File: src/rtl/mem_arbiter.sv
// Serialises per-core I/D cache ports onto one RAM port; D beats I, round-robin per class.
// Define MEMARB_STATS_EN to add the stat_grants/stat_stalls counters.
module mem_arbiter #(
    parameter int CPUS = 2,
    parameter int AW   = 32,
    parameter int DW   = 32
) (
    input  logic              CLK,
    input  logic              nRST,
    input  logic [CPUS-1:0]    iREN,
    input  logic [CPUS*AW-1:0] iaddr,
    output logic [CPUS-1:0]    iwait,
    output logic [CPUS*DW-1:0] iload,
    input  logic [CPUS-1:0]    dREN,
    input  logic [CPUS-1:0]    dWEN,
    input  logic [CPUS*AW-1:0] daddr,
    input  logic [CPUS*DW-1:0] dstore,
    output logic [CPUS-1:0]    dwait,
    output logic [CPUS*DW-1:0] dload,
    output logic              ramREN,
    output logic              ramWEN,
    output logic [AW-1:0]      ramaddr,
    output logic [DW-1:0]      ramstore,
    input  logic [DW-1:0]      ramload,
    input  logic [1:0]        ramstate
`ifdef MEMARB_STATS_EN
    ,
    output logic [31:0]       stat_grants,
    output logic [31:0]       stat_stalls
`endif
);
    localparam int CW = (CPUS > 1) ? $clog2(CPUS) : 1;
    localparam logic [1:0] ACCESS = 2'd2;

    typedef enum logic {IDLE, XFER} state_t;

    state_t        r_state, w_next;
    logic [CW-1:0] r_owner, w_owner;
    logic          r_is_d, w_is_d;
    logic [CW-1:0] r_rr_d, r_rr_i, w_rr_d, w_rr_i;
    logic [CPUS-1:0] w_dreq, w_drot, w_irot;
    logic [CW-1:0] w_d_sel, w_i_sel, w_inc;
    logic [AW-1:0] w_oaddr;
    logic [DW-1:0] w_ostore;
    logic          w_oren, w_owen, w_act, w_done;

    assign w_dreq = dREN | dWEN;
    assign w_drot = CPUS'({w_dreq, w_dreq} >> r_rr_d);
    assign w_irot = CPUS'({iREN, iREN} >> r_rr_i);

    // Rotated scan: the lowest set bit after the pointer wins.
    always_comb begin : pick
        w_d_sel = r_rr_d;
        w_i_sel = r_rr_i;
        for (int k = CPUS - 1; k >= 0; k--) begin
            if (w_drot[k]) w_d_sel = CW'((int'(r_rr_d) + k) % CPUS);
            if (w_irot[k]) w_i_sel = CW'((int'(r_rr_i) + k) % CPUS);
        end
    end

    always_comb begin : owner_mux
        w_oaddr  = '0;
        w_ostore = '0;
        w_oren   = 1'b0;
        w_owen   = 1'b0;
        for (int c = 0; c < CPUS; c++) begin
            if (r_owner == CW'(c)) begin
                if (r_is_d) begin
                    w_oaddr  = daddr[c*AW +: AW];
                    w_ostore = dstore[c*DW +: DW];
                    w_owen   = dWEN[c];
                    w_oren   = dREN[c] & ~dWEN[c];
                end else begin
                    w_oaddr = iaddr[c*AW +: AW];
                    w_oren  = iREN[c];
                end
            end
        end
    end

    assign w_act  = w_oren | w_owen;
    assign w_done = (r_state == XFER) && w_act && (ramstate == ACCESS);
    assign w_inc  = (r_owner == CW'(CPUS - 1)) ? '0 : r_owner + 1'b1;

    always_comb begin : fsm
        w_next   = r_state;
        w_owner  = r_owner;
        w_is_d   = r_is_d;
        w_rr_d   = r_rr_d;
        w_rr_i   = r_rr_i;
        ramREN   = 1'b0;
        ramWEN   = 1'b0;
        ramaddr  = '0;
        ramstore = '0;
        iwait    = '1;
        dwait    = '1;
        iload    = '0;
        dload    = '0;
        unique case (r_state)
            IDLE: begin
                if (|w_dreq) begin
                    w_next  = XFER;
                    w_owner = w_d_sel;
                    w_is_d  = 1'b1;
                end else if (|iREN) begin
                    w_next  = XFER;
                    w_owner = w_i_sel;
                    w_is_d  = 1'b0;
                end
            end
            XFER: begin
                // A dropped request aborts without touching the pointers.
                if (!w_act) begin
                    w_next = IDLE;
                end else begin
                    ramREN   = w_oren;
                    ramWEN   = w_owen;
                    ramaddr  = w_oaddr;
                    ramstore = w_ostore;
                end
                if (w_done) begin
                    w_next = IDLE;
                    if (r_is_d) w_rr_d = w_inc;
                    else        w_rr_i = w_inc;
                    for (int c = 0; c < CPUS; c++) begin
                        if (r_owner == CW'(c)) begin
                            if (r_is_d) begin
                                dwait[c]          = 1'b0;
                                dload[c*DW +: DW] = ramload;
                            end else begin
                                iwait[c]          = 1'b0;
                                iload[c*DW +: DW] = ramload;
                            end
                        end
                    end
                end
            end
        endcase
    end

    always_ff @(posedge CLK or negedge nRST) begin
        if (!nRST) begin
            r_state <= IDLE;
            r_owner <= '0;
            r_is_d  <= 1'b0;
            r_rr_d  <= '0;
            r_rr_i  <= '0;
        end else begin
            r_state <= w_next;
            r_owner <= w_owner;
            r_is_d  <= w_is_d;
            r_rr_d  <= w_rr_d;
            r_rr_i  <= w_rr_i;
        end
    end

`ifdef MEMARB_STATS_EN
    logic w_stall;
    assign w_stall = ((|w_dreq) | (|iREN)) & (&iwait) & (&dwait);

    always_ff @(posedge CLK or negedge nRST) begin
        if (!nRST) begin
            stat_grants <= '0;
            stat_stalls <= '0;
        end else begin
            if (w_done && stat_grants != 32'hFFFF_FFFF)
                stat_grants <= stat_grants + 32'd1;
            if (w_stall && stat_stalls != 32'hFFFF_FFFF)
                stat_stalls <= stat_stalls + 32'd1;
        end
    end
`endif
endmodule

File: config.mk
export PLATFORM = sky130hd
export DESIGN_NAME = mem_arbiter
export DESIGN_NICKNAME = d
export VERILOG_FILES = /design/src/rtl/mem_arbiter.sv
export SDC_FILE = /design/constraint.sdc
export NUM_CORES = 1
export LEC_CHECK = 0
export CAP_MARGIN = 10
export CORE_AREA = 2 2 170 172
export CTS_BUF_LIST = sky130_fd_sc_hd__clkbuf_8 sky130_fd_sc_hd__clkbuf_16
export CTS_CLUSTER_DIAMETER = 40
export DETAILED_ROUTE_END_ITERATION = 10
export DIE_AREA = 0 0 172 174
export GPL_TIMING_DRIVEN = 1
export PLACE_DENSITY = 0.5
export SYNTH_ARGS = -nofsm -noshare
export SYNTH_HDL_FRONTEND = slang
export SYNTH_SLANG_ARGS = --single-unit
File: constraint.sdc
create_clock -name CLK -period 3.85 [get_ports CLK]
set_input_delay 0.385 -clock CLK [delete_from_list [all_inputs] [get_ports CLK]]
set_output_delay 0.385 -clock CLK [all_outputs]
set_load 0.005 [all_outputs]
==> results.txt <==
outcome -> complete, no violations
Final GP Congestion -> 0.769
asr flop ratio synth -> 100%
commonest non-fill, non-tap cell in the layout -> clkdlybuf4s50_1
Gate Count Post-Synth -> 382
Setup crit start kind -> input pin
clk sinks -> 5
CTS Buf Count -> 3
Fin Setup TNS -> 0 ns
drt pass-1 iters -> 4
hold violation count in the final report -> 0
Seq cells post-synth -> 5
ant diodes -> 0
share of layout cells above drive strength 1 -> 6.75%
Vias/cell -> 3.77
final setup vio count -> 0
Avg WL per Cell -> 15.8 um
die height -> 174 um
DRT iter0 DRCs -> 88
EDFF count, synth -> 0
Tcrit/Tclk final -> 80.7%
Max VDD drop -> 0.000365 V
vias in the first global route -> 4520
Slew Viols, Final -> 0
Ports -> 432
crit path kind -> in2out
Final #Nets -> 1020
Root Buffer -> clkbuf_16
Pwr per Cell Area -> 408 mW/mm^2
clock slew at reported path FFs -> 0.03 ns
Core ar. -> 0.0282 mm^2
total die area -> 0.0299 mm^2
Clk Latency, worst-skew pair -> 0.22 ns
FP Rows -> 62
Seq/Total Area, Yosys -> 4.21%
initial core utilization -> 10.5%
syn_nets -> 616
Worst setup EP type -> output pin
post-CTS resize count -> 0
GRT Util Overall -> 11.5%
drt drc -> 0
Routed Antenna Nets -> 0
commonest cells after routing, fill and taps aside -> clkdlybuf4s50_1 (431), and2_1 (96), nor2_1 (37)
WP data required -> 3.46 ns
post-cts hold buffer count -> 0
Synth cell types -> 33
Layout area overhead -> 161%
via count -> 4406
Mapped Avg Cell Area -> 7.77 um^2
Slew HR -> 47.1%
Max Cap Viol -> 0
H-Tree Depth -> 1
GRT Residual Overflow -> 0
Non-Filler Instances -> 1169
Hold Crit Class -> in2async
largest net degree at the start of global routing -> 54
Synth Flop Type -> dfrtp_1
Synth warnings -> 0
Max clock buf depth -> 2
DRT Wirelength -> 18500 um
IO buf count -> 431
post-CTS setup buffers -> 0
Mapped Area -> 0.00297 mm^2
CTS tree -> yes
Die Wd -> 172 um
initial antenna violation count -> 0
skew final -> 0.000484 ns
slew at the pin with the worst max-slew slack -> 0.794 ns
Cells after DPL -> 1165
Leak Pwr -> 2.84 nW
final worst path period need -> 3.11 ns
critical path data arrival time -> 2.72 ns
RSZ-0062 raised after global routing -> false
placed wire-length estimate -> 15600 um
Fmax achieved -> 0.322 GHz
first-pass GRT wire length -> 26500 um
Worst Path Max Fanout -> 19
critical path, cell delays in order:
cell and delay [ns]:
clkdlybuf4s50_1 0.54, nor2b_1 0.20, a311oi_1 0.40, o21a_4 0.37, buf_4 0.28, nor3b_1 0.08
clkdlybuf4s50_1 0.45
stage by stage:
stage / total power (W) / hold slack [ns] / cell area, um^2 / setup WS [ns] / utilization [%]
floorplan: 0.00161 / 0.0894 / 2970 / 1.95 / -
finish: 0.00317 / 0.394 / 7760 / 0.744 / 27.5
detailed placement: 0.00306 / 0.540 / 7680 / 0.741 / 27.2
global placement: 0.00308 / 0.540 / 7680 / 0.773 / 27.2
CTS: 0.00324 / 0.399 / 7760 / 0.732 / 27.5
global route: 0.00342 / 0.409 / 7760 / 0.608 / 27.5
cell families after synthesis:
kind of cell    synth area share (%)
buf+inv                         7.59
flops                           4.21
simple gates                    48.5
mux                             35.4
compound gates                  4.30
final cells by class:
class,instances,area [um^2]
clock buffers,3,75.1
clock inverters,1,3.75
fillers,3044,20500
inverters,6,22.5
multi-input cells,328,2630
flip-flops and latches,5,133
well taps,384,480
repair buffers,442,4420
state kept, by name, summed over array words and instances, names as in the netlist:
signal / cells
r_is_d: 1
r_owner: 1
r_rr_d: 1
r_rr_i: 1
r_state: 1
synth_stat cells (all sizes together) (2+ instances only):
library cell	number	share of area, %
a21oi	3	0.63
a31oi	2	0.42
and2	96	20
and3	2	0.42
and3b	2	0.59
buf	21	4.0
clkbuf	22	2.8
dfrtp	5	4.2
inv	6	0.76
mux2i	32	11
mux4	32	24
nand2	6	0.76
nand3	33	5.6
nor2	37	4.7
nor2b	35	7.4
nor3b	32	8.1
o21ai	4	0.67
o31ai	3	1.2
path summary, 6_finish.rpt:
check	start	end	slack (ns)	cells past startpoint
worst max-delay path	iREN[1]	ramstore[28]	0.74	7
worst min-delay path	nRST	r_owner	0.39	1
worst max register to register	r_is_d	r_state	1.91	5
worst min register to register	r_rr_i	r_rr_i	0.55	2
max in group asynchronous	nRST	r_is_d	3.23	1
min in group CLK	r_rr_i	r_rr_i	0.55	2
per-layer routing:
metal / vias up / global-route usage [%] / part of all wire [%] / routed length, um
li1: 2147 / - / - / -
met1: 1984 / 12.2 / 36 / 6710
met2: 261 / 22.2 / 51 / 9430
met3: 14 / 3.23 / 11 / 1960
met4: 0 / 2.70 / 2.0 / 366
met5: - / 0 / 0 / 0
power breakdown:
part	internal [W]	total (W)	switching, W	leakage (nW)
combinational	0.00165	0.00287	0.00121	2.74
clock	0.000134	0.000166	0.0000316	0.0423
sequential	0.0000854	0.000135	0.0000499	0.0540
total	0.00187	0.00317	0.00129	2.84
Note: power is estimated with default switching activity, not from simulation.
